`src/rtl/tdes_round_sequencer.sv`:
```
// tdes_round_sequencer
// Steps one shared DES round core through a full Triple-DES chunk. Each chunk
// takes three passes of ROUNDS rounds, E-D-E for encrypt or D-E-D for decrypt.
// The finished chunk is held in out_data until the slave acknowledges it.
// Build option: define TDES_INBUF_EN to add a one-deep input buffer, so that a
// new chunk can be accepted while the current one is still being processed.

module tdes_round_sequencer #(
    parameter int DATA_W = 64,
    parameter int ROUNDS = 16
) (
    input  logic              HCLK,
    input  logic              HRESET,
    input  logic              soft_clr,
    input  logic              enc_dec,
    input  logic              in_valid,
    output logic              in_ready,
    input  logic [DATA_W-1:0] in_data,
    output logic              core_load,
    output logic [DATA_W-1:0] core_data,
    output logic              core_round,
    output logic              core_swap,
    output logic [1:0]        key_sel,
    output logic              key_dec,
    output logic [1:0]        shift_amt,
    output logic [1:0]        pass_num,
    output logic [3:0]        round_num,
    input  logic [DATA_W-1:0] core_result,
    output logic              out_valid,
    input  logic              out_ack,
    output logic [DATA_W-1:0] out_data,
    output logic              busy
);

    typedef enum logic [2:0] {
        IDLE,
        LOAD,
        ROUND,
        SWAP,
        CAPT
    } state_e;

    localparam logic [3:0] LAST_RND = 4'(ROUNDS - 1);

    state_e            state_q, state_d;
    logic [1:0]        pass_q, pass_d;
    logic [3:0]        round_q, round_d;
    logic              mode_q, mode_d;
    logic [DATA_W-1:0] chunk_q, chunk_d;
    logic              buf_valid_q, buf_valid_d;
    logic              out_valid_q, out_valid_d;
    logic [DATA_W-1:0] out_data_q, out_data_d;
    logic              accept;
    logic              pending;
    logic              in_pass;

`ifdef TDES_INBUF_EN
    assign in_ready = ~buf_valid_q & ~soft_clr;
`else
    assign in_ready = (state_q == IDLE) & ~soft_clr;
`endif

    assign accept  = in_valid & in_ready;
    assign pending = buf_valid_q | accept;

    // Next-state logic: sequences LOAD, ROUND and SWAP, then parks in CAPT until the result register is free
    always_comb begin
        state_d     = state_q;
        pass_d      = pass_q;
        round_d     = round_q;
        mode_d      = mode_q;
        chunk_d     = chunk_q;
        buf_valid_d = buf_valid_q;
        out_valid_d = out_valid_q & ~out_ack;
        out_data_d  = out_data_q;

        if (accept) begin
            chunk_d     = in_data;
            buf_valid_d = 1'b1;
        end

        case (state_q)
            IDLE: begin
                if (pending) begin
                    state_d = LOAD;
                end
            end
            LOAD: begin
                mode_d      = enc_dec;
                pass_d      = 2'd0;
                round_d     = 4'd0;
                buf_valid_d = accept;
                state_d     = ROUND;
            end
            ROUND: begin
                if (round_q == LAST_RND) begin
                    state_d = SWAP;
                end else begin
                    round_d = round_q + 4'd1;
                end
            end
            SWAP: begin
                if (pass_q < 2'd2) begin
                    pass_d  = pass_q + 2'd1;
                    round_d = 4'd0;
                    state_d = ROUND;
                end else begin
                    state_d = CAPT;
                end
            end
            CAPT: begin
                if (~out_valid_q | out_ack) begin
                    out_data_d  = core_result;
                    out_valid_d = 1'b1;
                    if (pending) begin
                        state_d = LOAD;
                    end else begin
                        state_d = IDLE;
                        pass_d  = 2'd0;
                        round_d = 4'd0;
                    end
                end
            end
            default: begin
                state_d = IDLE;
            end
        endcase

        if (soft_clr) begin
            state_d     = IDLE;
            pass_d      = 2'd0;
            round_d     = 4'd0;
            buf_valid_d = 1'b0;
            out_valid_d = 1'b0;
        end
    end

    // State and datapath registers, cleared asynchronously by HRESET
    always_ff @(posedge HCLK or negedge HRESET) begin
        if (!HRESET) begin
            state_q     <= IDLE;
            pass_q      <= 2'd0;
            round_q     <= 4'd0;
            mode_q      <= 1'b0;
            chunk_q     <= '0;
            buf_valid_q <= 1'b0;
            out_valid_q <= 1'b0;
            out_data_q  <= '0;
        end else begin
            state_q     <= state_d;
            pass_q      <= pass_d;
            round_q     <= round_d;
            mode_q      <= mode_d;
            chunk_q     <= chunk_d;
            buf_valid_q <= buf_valid_d;
            out_valid_q <= out_valid_d;
            out_data_q  <= out_data_d;
        end
    end

    assign in_pass    = (state_q == ROUND) || (state_q == SWAP);
    assign core_load  = (state_q == LOAD);
    assign core_data  = chunk_q;
    assign core_round = (state_q == ROUND);
    assign core_swap  = (state_q == SWAP);
    assign pass_num   = pass_q;
    assign round_num  = round_q;
    assign out_valid  = out_valid_q;
    assign out_data   = out_data_q;
    assign busy       = (state_q != IDLE);

    // Key controls: the pass map selects key and direction, the round selects the schedule rotate
    always_comb begin
        key_sel   = 2'd0;
        key_dec   = 1'b0;
        shift_amt = 2'd0;
        if (in_pass) begin
            key_sel = mode_q ? pass_q : (2'd2 - pass_q);
            key_dec = mode_q ? (pass_q == 2'd1) : (pass_q != 2'd1);
        end
        if (state_q == ROUND) begin
            if (key_dec && (round_q == 4'd0)) begin
                shift_amt = 2'd0;
            end else if ((round_q == 4'd0) || (round_q == 4'd1) ||
                         (round_q == 4'd8) || (round_q == LAST_RND)) begin
                shift_amt = 2'd1;
            end else begin
                shift_amt = 2'd2;
            end
        end
    end

endmodule
```
`config.mk`:
```
export PLATFORM = sky130hd
export DESIGN_NAME = tdes_round_sequencer
export DESIGN_NICKNAME = d
export VERILOG_FILES = /design/src/rtl/tdes_round_sequencer.sv
export SDC_FILE = /design/constraint.sdc
export NUM_CORES = 1
export LEC_CHECK = 0
export BUFFER_PORTS_ARGS = -buffer_cell sky130_fd_sc_hd__buf_2
export CAP_MARGIN = 20
export CELL_PAD_IN_SITES_DETAIL_PLACEMENT = 0
export CELL_PAD_IN_SITES_GLOBAL_PLACEMENT = 1
export CORE_MARGIN = 2
export CORE_UTILIZATION = 36
export CTS_CLUSTER_DIAMETER = 120
export CTS_CLUSTER_SIZE = 20
export DETAILED_ROUTE_END_ITERATION = 8
export PLACE_DENSITY_LB_ADDON = 0.1
export SKIP_CTS_REPAIR_TIMING = 1
export SLEW_MARGIN = 20
export SYNTH_ARGS = -nofsm -noshare
export SYNTH_HDL_FRONTEND = slang
export SYNTH_SLANG_ARGS = --single-unit
```
`constraint.sdc`:
```
create_clock -name HCLK -period 1.9 [get_ports HCLK]
set_input_delay 0.19 -clock HCLK [delete_from_list [all_inputs] [get_ports HCLK]]
set_output_delay 0.19 -clock HCLK [all_outputs]
set_load 0.02 [all_outputs]
```
Word level (Yosys, flattened, before mapping)
Index checks and enable logic that the tools add are counted.
{"block": "totals", "romBits": 0, "ff_bits": 140, "latchBits": 0, "output_inout_bits": 145, "ram_bits": 0, "memories": 0, "inputBits": 134, "wordCells": 81}
{"block": "op_classes", "n_mux": 31, "n_bitwise": 8, "n_eq_ne": 15, "n_mul": 0, "order_cmp": 1, "div": 0, "n_reduce_logical": 15, "shifts": 0, "n_addsub": 3}
{"cell": "4-bit 2-to-1 mux", "count": 5}
{"cell": "2-bit 2-to-1 mux", "count": 9}
{"cell": "4-bit one-hot mux with 4 select lines", "count": 1}
{"cell": "3-bit 2-to-1 mux", "count": 5}
{"cell": "3-bit one-hot mux with 5 select lines", "count": 1}
{"cell": "3-bit inequality test, second input constant", "count": 4}
{"cell": "1-bit 2-to-1 mux", "count": 9}
{"cell": "4-bit equality test, second input constant", "count": 2}
{"cell": "3-bit by 2-bit equality test with 1-bit output, second input constant", "count": 2}
{"cell": "3-bit by 2-bit inequality test with 1-bit output, second input constant", "count": 2}
{"cell": "2-bit one-hot mux with 3 select lines", "count": 1}
{"cell": "3-bit nonzero test", "count": 2}
{"cell": "5-bit AND reduction", "count": 1}
{"cell": "5-bit nonzero test", "count": 1}
{"cell": "4-bit by 1-bit adder with 4-bit output, second input constant", "count": 1}
{"cell": "4-bit by 1-bit equality test with 1-bit output, second input constant", "count": 1}
{"cell": "4-bit logical NOT", "count": 1}
{"cell": "1-bit logical OR", "count": 4}
{"cell": "4-bit AND reduction", "count": 1}
{"cell": "4-bit nonzero test", "count": 1}
{"cell": "1-bit AND", "count": 3}
{"cell": "3-bit by 1-bit equality test with 1-bit output, second input constant", "count": 1}
{"cell": "3-bit equality test, second input constant", "count": 1}
{"cell": "3-bit logical NOT", "count": 1}
{"cell": "10 further kinds", "count": 13}

Longest topological paths before layout
{"block": "logic_depth", "depth_word": 8, "mapped_depth": 6, "mapped_depth_nobuf": 6}

Worst setup path before layout
OpenSTA, ideal clock, no wires.
{"block": "synth_path", "path_type": "reg-to-reg", "start": "register state_q[1]", "end": "register mode_q", "n_path_buf": 1, "stages_incl_launch_ff": 4, "required_time_ns": 1.775, "setup_ns": 0.125, "synth_period_minus_slack_ns": 1.752, "arrival_time_ns": 1.627, "slack_ns": 0.148, "path_cell_list": "dfrtp_1 -> buf_6 -> nor3b_1 -> mux2_2"}
{"block": "synth_between", "elab_chain_cells": 1}
{"element": "start: declaration", "line": "45", "text": "state_e state_q, state_d;"}
{"element": "start signal: assignment", "line": "150", "text": "state_q <= state_d;"}
{"element": "3-bit by 1-bit equality test with 1-bit output"}
{"element": "named net core_load", "line": "19", "text": "output logic core_load,"}
{"element": "end signal: assignment", "line": "153", "text": "mode_q <= mode_d;"}
{"element": "end: declaration", "line": "48", "text": "logic mode_q, mode_d;"}
The timed path passes the listed nets, and every way through them passes these cells.
A chain may end at the register's enable or synchronous reset.

Worst setup path in the final report
{"block": "layout_path", "start": "register pass_q[0] (netlist: pass_num[0])", "end": "output port shift_amt[1]"}
{"block": "layout_between", "elab_chain_cells": 6, "word_cells_on_any_way": 7, "cone_classes": "eq/ne (2); mux (4); reduce/logical (1)"}
{"element": "start: declaration", "line": "46", "text": "logic [1:0] pass_q, pass_d;"}
{"element": "start signal: assignment", "line": "151", "text": "pass_q <= pass_d;"}
{"element": "2-bit by 1-bit inequality test with 1-bit output or 2-bit by 1-bit equality test with 1-bit output (tied branches)", "line": "179", "text": "key_dec = mode_q ? (pass_q == 2'd1) : (pass_q != 2'd1);"}
{"element": "1-bit 2-to-1 mux *", "line": "179"}
{"element": "1-bit 2-to-1 mux *", "line": "177", "text": "if (in_pass) begin"}
{"element": "1-bit logical AND *", "line": "182", "text": "if (key_dec && (round_q == 4'd0)) begin"}
{"element": "2-bit 2-to-1 mux *", "line": "182"}
{"element": "2-bit 2-to-1 mux *", "line": "181", "text": "if (state_q == ROUND) begin"}
{"element": "end: declaration", "line": "25", "text": "output logic [1:0] shift_amt,"}
Mark *: on every way between the ends. The rest lies on a longest branch, timed or not.

==> impl_metrics.ini <==
[timing]
fin_crit_ns = 1.888
worstMarginPinSlew_ns = 0.5707
skew_ns = 0.006168
hold_viol_final = 0
slew_violations = 0
slew_headroom = 0.6195
grt_setup_unrepaired = true
setup_violations = 0
fin_hold_ws_ns = 0.004587
max_freq_mhz = 529.5
min_period_over_period = 0.9939

[pwr]
p_leak_uw = 0.004757
powerDensity_nw_per_um2 = 998.5
peakVddDrop_mv = 0.6101

[detailed_routing]
viasPerCell = 4.445
drt-pass1-iter-count = 4
drc_errors = 0
ant_nets = 0
vias = 4272
avgRoutedWirePerCell_um = 15.71
wirelength_mm = 15.09
drtIter0Drc = 160

[placed_design]
place.gp.congestion = 0.8307
portBuffers = 278
post-dp-hpwl_mm = 10.92

[setup_path]
crit_arrival_ns = 1.70
crit_fanout = 3
crit_path_end_kind = primary output
worstPathRequired_ns = 1.71
worst_setup_path_start_kind = register
critPathKind = reg -> out
r2r_cells = 8

[hold_path]
hold-path-cell-count = 2
hold_path_class = in -> reg

[global_routing]
grt_max_degree = 58
gr-usage-all-layers = 0.1715
grt_pass1_vias = 4326
antenna_found_initial = 3
grt_pass1_wl_mm = 23.14
grt-ovfl-total = 0

[synth]
avgSynthCellArea_um2 = 16.10
yosysTopAreaCell = dfrtp_1
synth.top_cell.area_share = 0.6010
synthAdderAreaFrac = 0.01073
synthTopCellsByArea = dfrtp_1 (60%), mux2_2 (18%), mux2_4 (11%)
synth_top_family_by_area = multiplexers
synth_ff_type = dfrtp_1
syn_inst = 362
muxShareOfSynthArea = 0.2831
synth-edff-count = 0
synth-xor-area-share = 0.001502
yosysSeqAreaShare = 0.6010
synthArstFlopShare = 1.000
synth_compound_area_frac = 0.02747
ys_ff_latch = 140
yosys_warnings = 0
synth_nets = 501
yosysUniqueCellTypes = 39
synth_simple_gate_area_frac = 0.04035
syn-cell-area_um2 = 5829

[final_layout]
postLayoutCoreUtil = 0.5629
final_common_cell = buf_2
layout_common_cells = buf_2 (274), dfrtp_1 (135), mux2_2 (90)
fin_nets = 870
drive_gt1_frac = 0.6536
syn2layout_area_growth_pct = 52.84

[clock_network]
numCtsBuffers = 17
cts_root_buffer = clkbuf_16
cts_tree = yes
cts_num_sinks = 140
insertion_delay_ns = 0.42
htreeDepth = 4
clockBufferDepth = 2
clk_pin_slew_ns = 0.06

[floorplan]
pin_count = 279
row_count = 46
initial_core_util = 0.3683
dieArea_um2 = 17230
die-height_um = 131.3
fp.dieW_um = 131.3
coreArea_um2 = 15830

[flow_run]
cap_violations = 0

[outcome]
outcome = finished clean
## worst max-delay path, cell delays in order (launching register included)
cell     delay, ns
dfrtp_1       0.42
ha_4          0.18
xnor2_2       0.13
a311o_1       0.28
nor2b_1       0.11
buf_4         0.15
## area by class of cell
type	count	area [um^2]
clock buffer	19	452.9
tap	216	270.3
clock inverter	11	167.7
antenna	3	7.507
inverter	7	28.78
sequential	140	3510
timing repair buffer	368	2306
fill	1389	6918
multi-input combinational	197	2167
## worst paths after layout
check / endpoint / slack [ns] / startpoint
worst max-delay path: shift_amt[1] / 0.01 / pass_num[0]$_DFFE_PN0P_
worst min-delay path: core_data[57]$_DFFE_PN0P_ / 0.005 / in_data[57]
worst max register to register: pass_num[0]$_DFFE_PN0P_ / 0.08 / pass_num[0]$_DFFE_PN0P_
worst min register to register: core_data[43]$_DFFE_PN0P_ / 0.50 / core_data[43]$_DFFE_PN0P_
max in group asynchronous: round_num[0]$_DFFE_PN0P_ / 0.99 / HRESET
min in group asynchronous: core_data[24]$_DFFE_PN0P_ / 0.33 / HRESET
## per-layer routing
metal / track usage / up-vias / part of all wire
li1: - / 2015 / -
met1: 0.2013 / 2077 / 0.40
met2: 0.2909 / 162 / 0.51
met3: 0.05787 / 18 / 0.066
met4: 0.06643 / 0 / 0.018
met5: 0 / - / 0
## cells in the mapped netlist, types with 2 or more instances
master   instances
ha_1             5
nand3_1          2
nor2b_1          2
buf_6           14
o21ai_0          3
mux2_2          91
nand2_1          6
nor4_4           2
buf_2            2
dfrtp_1        140
a21oi_1          6
inv_1            7
buf_4            2
and3_1           2
nor4_1           2
mux2_4          41
nor2_1          13
## where the power goes
group | total, uW | internal (uW) | switching, uW | leakage, uW
registers | 3560 | 3370 | 192 | 0.00180
logic | 1850 | 849 | 1010 | 0.00265
clock network | 3480 | 2250 | 1230 | 0.000301
total | 8900 | 6460 | 2430 | 0.00476
## cells by family after synthesis
logic type / count (synthesis)
multiplexers: 133
AND/OR/NAND/NOR: 37
flip-flops: 140
buffers and inverters: 25
AO/OA/AOI/OAI: 21
XOR/XNOR: 1
adder cells (fa/ha/maj): 5
## state kept, by name, summed over array words and instances (netlist names)
name         count
state_q          3
pass_num         2
core_data       64
round_num        4
buf_valid_q      1
out_data        64
mode_q           1
out_valid        1
## through the flow
| stage | setup TNS [ns] | cells | worst slack, ns | cell area [um^2] | total power (uW) |
|---|---|---|---|---|---|
| 6_report | 0 | 961 | 0.01160 | 8910 | 8896 |
| 5_1_grt | -0.1503 | 960 | -0.07393 | 8907 | 9296 |
| 4_1_cts | -0.5255 | 883 | -0.2649 | 8120 | 8890 |
| 3_5_place_dp | 0 | 853 | 0.1077 | 7500 | 5363 |
| 3_3_place_gp | 0 | 853 | 0.2018 | 7500 | 5326 |
| 2_1_floorplan | 0 | 362 | 0.1483 | 5829 | 4613 |
Power figures use the tool's default switching activity.
